<file path="config.mk">
export PLATFORM = sky130hd
export DESIGN_NAME = bus_arbiter
export DESIGN_NICKNAME = d
export VERILOG_FILES = /design/src/rtl/bus_arbiter.sv
export SDC_FILE = /design/constraint.sdc
export NUM_CORES = 1
export LEC_CHECK = 0
export CAP_MARGIN = 20
export CORE_UTILIZATION = 55
export CTS_CLUSTER_DIAMETER = 30
export DETAILED_ROUTE_END_ITERATION = 16
export DONT_BUFFER_PORTS = 1
export MAX_ROUTING_LAYER = met4
export PLACE_DENSITY = 0.7
export SYNTH_ARGS = -nofsm -noshare
export SYNTH_HDL_FRONTEND = slang
export SYNTH_SLANG_ARGS = --single-unit
export TNS_END_PERCENT = 100
</file>
<file path="constraint.sdc">
create_clock -name clk -period 2.3 [get_ports clk]
set_input_delay 0.23 -clock clk [delete_from_list [all_inputs] [get_ports clk]]
set_output_delay 0.23 -clock clk [all_outputs]
set_load 0.01 [all_outputs]
</file>
<file path="src/rtl/bus_arbiter.sv">
// Two-master (fetch m0, load/store m1) to one-bus arbiter with a response watchdog.
// Define ROUND_ROBIN_EN to break simultaneous requests in favour of the master not granted last.
module bus_arbiter #(
  parameter int TIMEOUT_CYCLES = 256,
  parameter int CNT_WIDTH      = 9
) (
  input  logic        clk,
  input  logic        rst_n,
  input  logic        m0_read,
  input  logic [31:0] m0_address,
  output logic [31:0] m0_read_data,
  output logic        m0_response,
  output logic        m0_error,
  input  logic        m1_read,
  input  logic        m1_write,
  input  logic [31:0] m1_address,
  input  logic [31:0] m1_write_data,
  output logic [31:0] m1_read_data,
  output logic        m1_response,
  output logic        m1_error,
  output logic        bus_read,
  output logic        bus_write,
  output logic [31:0] bus_address,
  output logic [31:0] bus_write_data,
  input  logic [31:0] bus_read_data,
  input  logic        bus_response
);

  typedef enum logic [1:0] {IDLE, BUSY, DONE} state_t;

  state_t               state, state_next;
  logic                 grant_m1;
  logic                 op_write;
  logic                 timed_out;
  logic [31:0]          addr_q;
  logic [31:0]          wdata_q;
  logic [31:0]          rdata_m0_q;
  logic [31:0]          rdata_m1_q;
  logic [CNT_WIDTH-1:0] cnt;
  logic [CNT_WIDTH-1:0] cnt_inc;
  logic                 m1_req;
  logic                 any_req;
  logic                 sel_m1;
  logic                 timeout_hit;

  assign m1_req  = m1_read | m1_write;
  assign any_req = m0_read | m1_req;
  assign cnt_inc = cnt + 1'b1;
  assign timeout_hit = (TIMEOUT_CYCLES != 0) && (cnt_inc == CNT_WIDTH'(TIMEOUT_CYCLES));

`ifdef ROUND_ROBIN_EN
  logic last_m1;

  // On a tie the master that did not win last time gets the bus.
  assign sel_m1 = m1_req && (!m0_read || !last_m1);

  always_ff @(posedge clk or negedge rst_n) begin
    if (!rst_n)
      last_m1 <= 1'b0;
    else if (state == IDLE && any_req)
      last_m1 <= sel_m1;
  end
`else
  assign sel_m1 = m1_req;
`endif

  always_ff @(posedge clk or negedge rst_n) begin
    if (!rst_n)
      state <= IDLE;
    else
      state <= state_next;
  end

  always_comb begin
    state_next  = state;
    bus_read    = 1'b0;
    bus_write   = 1'b0;
    m0_response = 1'b0;
    m0_error    = 1'b0;
    m1_response = 1'b0;
    m1_error    = 1'b0;
    case (state)
      IDLE: if (any_req) state_next = BUSY;
      BUSY: begin
        bus_read  = !op_write;
        bus_write = op_write;
        if (bus_response || timeout_hit) state_next = DONE;
      end
      DONE: begin
        m0_response = !grant_m1;
        m0_error    = !grant_m1 && timed_out;
        m1_response = grant_m1;
        m1_error    = grant_m1 && timed_out;
        state_next  = IDLE;
      end
      default: state_next = IDLE;
    endcase
  end

  always_ff @(posedge clk or negedge rst_n) begin
    if (!rst_n) begin
      grant_m1   <= 1'b0;
      op_write   <= 1'b0;
      timed_out  <= 1'b0;
      addr_q     <= '0;
      wdata_q    <= '0;
      rdata_m0_q <= '0;
      rdata_m1_q <= '0;
      cnt        <= '0;
    end else begin
      case (state)
        IDLE: if (any_req) begin
          grant_m1  <= sel_m1;
          op_write  <= sel_m1 && m1_write;
          addr_q    <= sel_m1 ? m1_address : m0_address;
          wdata_q   <= sel_m1 ? m1_write_data : '0;
          cnt       <= '0;
          timed_out <= 1'b0;
        end
        BUSY: begin
          cnt <= cnt_inc;
          // A response in the timeout cycle takes precedence over the error.
          if (bus_response) begin
            if (grant_m1) rdata_m1_q <= op_write ? '0 : bus_read_data;
            else          rdata_m0_q <= op_write ? '0 : bus_read_data;
          end else if (timeout_hit) begin
            timed_out <= 1'b1;
            if (grant_m1) rdata_m1_q <= '0;
            else          rdata_m0_q <= '0;
          end
        end
        default: ;
      endcase
    end
  end

  assign bus_address    = addr_q;
  assign bus_write_data = wdata_q;
  assign m0_read_data   = rdata_m0_q;
  assign m1_read_data   = rdata_m1_q;

endmodule

</file>
==> results.md <==
Detailed routing:
- The first-iteration detailed-routing DRC count is 624.
- The routed via count is 6524.
- The routed metal-1 wire length is 8700 µm.
- In the routed design, unresolved DRC markers number 0.
- In the routed layout, each cell is associated on average with a via count of 6.41.
- The pre-antenna-repair detailed-routing pass consisted of 5 iterations.
- The uppermost layer routed is met4.
- In the final routed layout, each cell accounts on average for 21.8 µm.
- The total wirelength of the detailed-routed design is 22200 µm.
- In the detailed route, the total length drawn on met2 is 11100 µm.
- The post-detailed-route count of antenna-violating nets is 0.
- The met3 wirelength from detailed routing is 1820 µm.

Global routing:
- Across every metal layer, demand over resource in global routing totals 30.9%.
- The via count of the first global-routing pass is 6535.
- The first global-routing pass estimated 34100 µm of wire.
- The initial antenna violation count is 1.
- Entering global routing, the biggest net connects 143 pins.
- After global routing the overflow that remains totals 0.

Power:
- The switching power of the nets is 5.02 mW.
- VDD sags by at most 0.000837 V.
- Registers are responsible for 43.6% of the overall power.
- In this run the static leakage power is 3.79 nW.
- Combinational logic is responsible for 32.6% of the overall power.
- The power density over the cells is 1340 mW/mm².
- The internal portion of the total power is 7.14 mW.
- The clock group share of total power is 23.8%.
- Of the total power, the share spent switching nets is 41.3%.

Worst setup path:
- The number of cells on the worst reg-to-reg path is 6.
- The startpoint of the worst setup timing path is cnt[1].
- The internal reg-to-reg setup slack is 0.19 ns.
- STA classifies the critical path startpoint as a register.
- The critical-path maximum fanout is 36.
- The sum of buffers and inverters on the critical path is 1.
- The signal arrival time at the worst endpoint is 2.41 ns.
- STA classifies the critical path endpoint as a register.
- The endpoint identified for the worst register-to-register timing path is m1_read_data[16].
- The largest single stage delay on the critical path is 0.44 ns.
- The critical path crosses 6 cells after its start point.
- In this run the worst setup path terminates at m1_read_data[16].
- Among cell families on the critical path, the largest total delay comes from flip-flops.
- The signal on the critical path passes through ha_1 > xor2_1 > nand4_4 > buf_4 > a311oi_1 > o21ai_1.
- The critical-path cell with the highest stage delay is sky130_fd_sc_hd__dfrtp_1.
- The worst setup path is of the register to register kind.
- The reg-to-reg critical path startpoint is cnt[1].
- The worst path required time is 2.60 ns.

Synthesis:
- The sequential fraction of the synthesis area is 45.5%.
- Counting flops and latches in the post-synthesis netlist gives 142.
- The Yosys step of the flow raised 0 warnings.
- Of the post-synthesis cell area, the dominant cell type holds 45.5%.
- After synthesis, the share of flip-flops with an asynchronous set or reset is 100%.
- After synthesis, the netlist uses 42 different library cells.
- Of all cell types, the one taking the most synthesized area is sky130_fd_sc_hd__dfrtp_1.
- The count of flip-flops with a built-in enable after synthesis is 0.
- In the post-synthesis netlist, the cell with the most instances is sky130_fd_sc_hd__dfrtp_1.
- Dividing the synthesized area by the synthesized cell count gives 9.63 µm².
- The number of instances in the synthesized netlist is 811.
- The commonest cells after synthesis are sky130_fd_sc_hd__dfrtp_1 (142), sky130_fd_sc_hd__nor2b_1 (124), sky130_fd_sc_hd__and3_1 (65).
- By area the synthesized netlist is led by sky130_fd_sc_hd__dfrtp_1 (45%), sky130_fd_sc_hd__nor2b_1 (9.9%), sky130_fd_sc_hd__a311oi_1 (7.1%), sky130_fd_sc_hd__and3_1 (5.2%), sky130_fd_sc_hd__nand2b_1 (5.0%).
- The leading register cell type out of synthesis is sky130_fd_sc_hd__dfrtp_1.
- Summing every instance area after synthesis gives 0.00781 mm².
- The net count of the mapped netlist is 947.

Clock tree:
- In this run, post-CTS repair resized a total of 0 instances.
- The maximum clock insertion buffer count is 2.
- The number of levels in the clock H-tree is 4.
- The number of sinks handled by clock tree synthesis is 142.
- Clock-pin slew was measured on the worst setup and hold paths at 0.07 ns.
- In this run the post-CTS setup repair buffer count came out at 0.
- Buffers inserted to repair hold after CTS numbered 57.
- The number of clock buffers inserted by TritonCTS is 17.
- In this run the clock root is driven by a sky130_fd_sc_hd__clkbuf_16.
- TritonCTS built the clock tree.
- The insertion delay to the later sink of the worst-skew pair is 0.43 ns.

Outcome:
- The flow ran to the end, but the final reports show violations.
- The final reports fail on negative hold slack.

STA:
- On the final layout, the worst hold slack is -0.501 ns.
- The worst slew margin relative to its limit is 53.1%.
- The number of max-slew violations in the final report is 0.
- After routing, the total negative slack on setup checks comes to 0 ns.
- The count of final hold-check violations was 142.
- The shortest period the worst path allows is 2.11 ns.
- Setup repair after global routing left no endpoint under its margin.
- Derived from the worst setup path, the maximum achievable clock frequency is 474 MHz.
- The actual slew at the worst max-slew pin is 0.701 ns.
- The worst path setup slack after routing is 0.188 ns.
- In the finished design, the share of the clock period the worst path needs comes to 91.8%.
- Setup violations remaining at the end of the flow were counted as 0.
- The clock skew is 0.0123 ns.

Final layout:
- From synthesis to final layout, the design area changed by 16.4%.
- The ratio of cells with drive above 1 in the final layout is 6.95%.
- Once layout is done, the placed cells without fillers occupy 0.00909 mm².
- For this run, the post-layout net count is 958.
- The final core area utilization is 65.5%.

Worst hold path:
- The min-delay analysis places its worst path in the category input port to asynchronous set/reset pin.

Floorplan:
- The die covers 0.0147 mm².
- Measured along the x axis, the die boundary spans 121 µm.
- The core area is 0.0139 mm².
- The die is 121 µm tall.
- Row generation in the floorplan step produced 43 rows.
- The top-level I/O count is 268.
- The initial utilization of the core area, before any placement, comes to 56.3%.

Placement:
- OpenSTA, run right after detailed placement, puts the worst setup slack at 0.185 ns.
- Detailed placement finished with a half-perimeter wire length of 13200 µm.
- The cell area after placement is 0.00787 mm².
- The congestion estimate from routability-driven global placement came to 0.821.
- Port buffering added 0 buffers.

Run:
- The tool flagged a number of max-cap violations equal to 0.
==> power groups by stage <==
stage | clock (mW) | sequential [mW] | combinational [mW]
4_1_cts | 2.93 | 5.28 | 3.90
5_1_grt | 3.04 | 5.45 | 4.40
3_5_place_dp | 0 | 5.28 | 3.79
2_1_floorplan | 0 | 4.84 | 3.09
6_report | 2.89 | 5.30 | 3.97
3_3_place_gp | 0 | 5.25 | 3.56
==> layer usage <==
layer	vias up	track usage, %
li1	2939	-
met1	3246	34.6
met2	298	50.9
met3	41	9.45
met4	0	13.7
met5	-	-
==> layout by cell type, fill, tap and decap left out, types with 2 or more instances in the layout <==
cell                            synthesis  routed
sky130_fd_sc_hd__inv_8                  0       6
sky130_fd_sc_hd__mux2i_1               34      34
sky130_fd_sc_hd__inv_1                  2       2
sky130_fd_sc_hd__and2b_1                3       3
sky130_fd_sc_hd__nand3_1                2       2
sky130_fd_sc_hd__dfrtp_1              142     142
sky130_fd_sc_hd__nand2b_1              63      63
sky130_fd_sc_hd__and2_1                 3       3
sky130_fd_sc_hd__o31ai_1                3       3
sky130_fd_sc_hd__nor2_1                 9       8
sky130_fd_sc_hd__clkbuf_16              0      17
sky130_fd_sc_hd__nand2_1               44      44
sky130_fd_sc_hd__a311oi_1              63      63
sky130_fd_sc_hd__a21oi_1                4       3
sky130_fd_sc_hd__buf_12                 0       8
sky130_fd_sc_hd__inv_6                  0       4
sky130_fd_sc_hd__bufinv_16              0       2
sky130_fd_sc_hd__o21ai_1               61      60
sky130_fd_sc_hd__and3_1                65      65
sky130_fd_sc_hd__a31oi_1                5       5
sky130_fd_sc_hd__nand4_1                3       3
sky130_fd_sc_hd__o21ai_0               48      48
sky130_fd_sc_hd__a22o_1                34      34
sky130_fd_sc_hd__diode_2                0       2
sky130_fd_sc_hd__nor2b_1              124     123
sky130_fd_sc_hd__buf_4                  0       7
sky130_fd_sc_hd__dlygate4sd3_1          0      56
sky130_fd_sc_hd__ha_1                   2       2
==> flip-flops by register name, summed over array words and instances (netlist names) <==
signal / count
cnt: 9
bus_address: 32
op_write: 1
timed_out: 1
bus_write_data: 32
m0_read_data: 32
m1_read_data: 32
state: 2
grant_m1: 1
==> cell families after synthesis <==
group                      count (synthesis)  synth area share [%]
DFF                                      142                  45.5
and+or+nand+nor                          326                  24.8
buffers and inverters                     81                  5.11
AOI/OAI and AO/OA                        224                  19.7
adders and majority gates                  2                 0.320
muxes                                     34                  4.36
xor gates and xnor gates                   2                 0.224
==> per-stage QoR <==
stage	cells	power, mW
after floorplan	811	7.94
after global placement	925	8.80
after detailed placement	925	9.07
after CTS	1014	12.1
after global routing	1016	12.9
final	1017	12.2
==> layout make-up <==
| class | instances | area, µm² |
|---|---|---|
| Antenna cell | 2 | 5.00 |
| Clock buffer | 17 | 425 |
| Clock inverter | 15 | 193 |
| Fill cell | 1055 | 4790 |
| Inverter | 2 | 7.51 |
| Multi-Input combinational cell | 588 | 3910 |
| Sequential cell | 142 | 3550 |
| Tap cell | 180 | 225 |
| Timing Repair Buffer | 71 | 773 |
==> worst register-to-register path: cells and delay by family, from the launching register on <==
| family | cells | cell delay, ns |
|---|---|---|
| compound gates | 2 | 0.43 |
| buf+inv | 1 | 0.32 |
| fa+ha+maj | 1 | 0.38 |
| flops | 1 | 0.44 |
| xor+xnor | 1 | 0.28 |
| simple gates | 1 | 0.15 |
==> worst min-delay path by stage <==
stage / from / to / slack [ns] / cells past startpoint
finish: rst_n / m1_read_data[6] / -0.50 / 0
global route: rst_n / m1_read_data[6] / -0.52 / 0
CTS: rst_n / bus_address[26] / -0.52 / 0
detailed placement: rst_n / m1_read_data[6] / -0.06 / 0
global placement: rst_n / m1_read_data[7] / -0.06 / 0
floorplan: rst_n / bus_address[0] / -0.07 / 0
No activity file was read; power rests on OpenSTA's default activity.
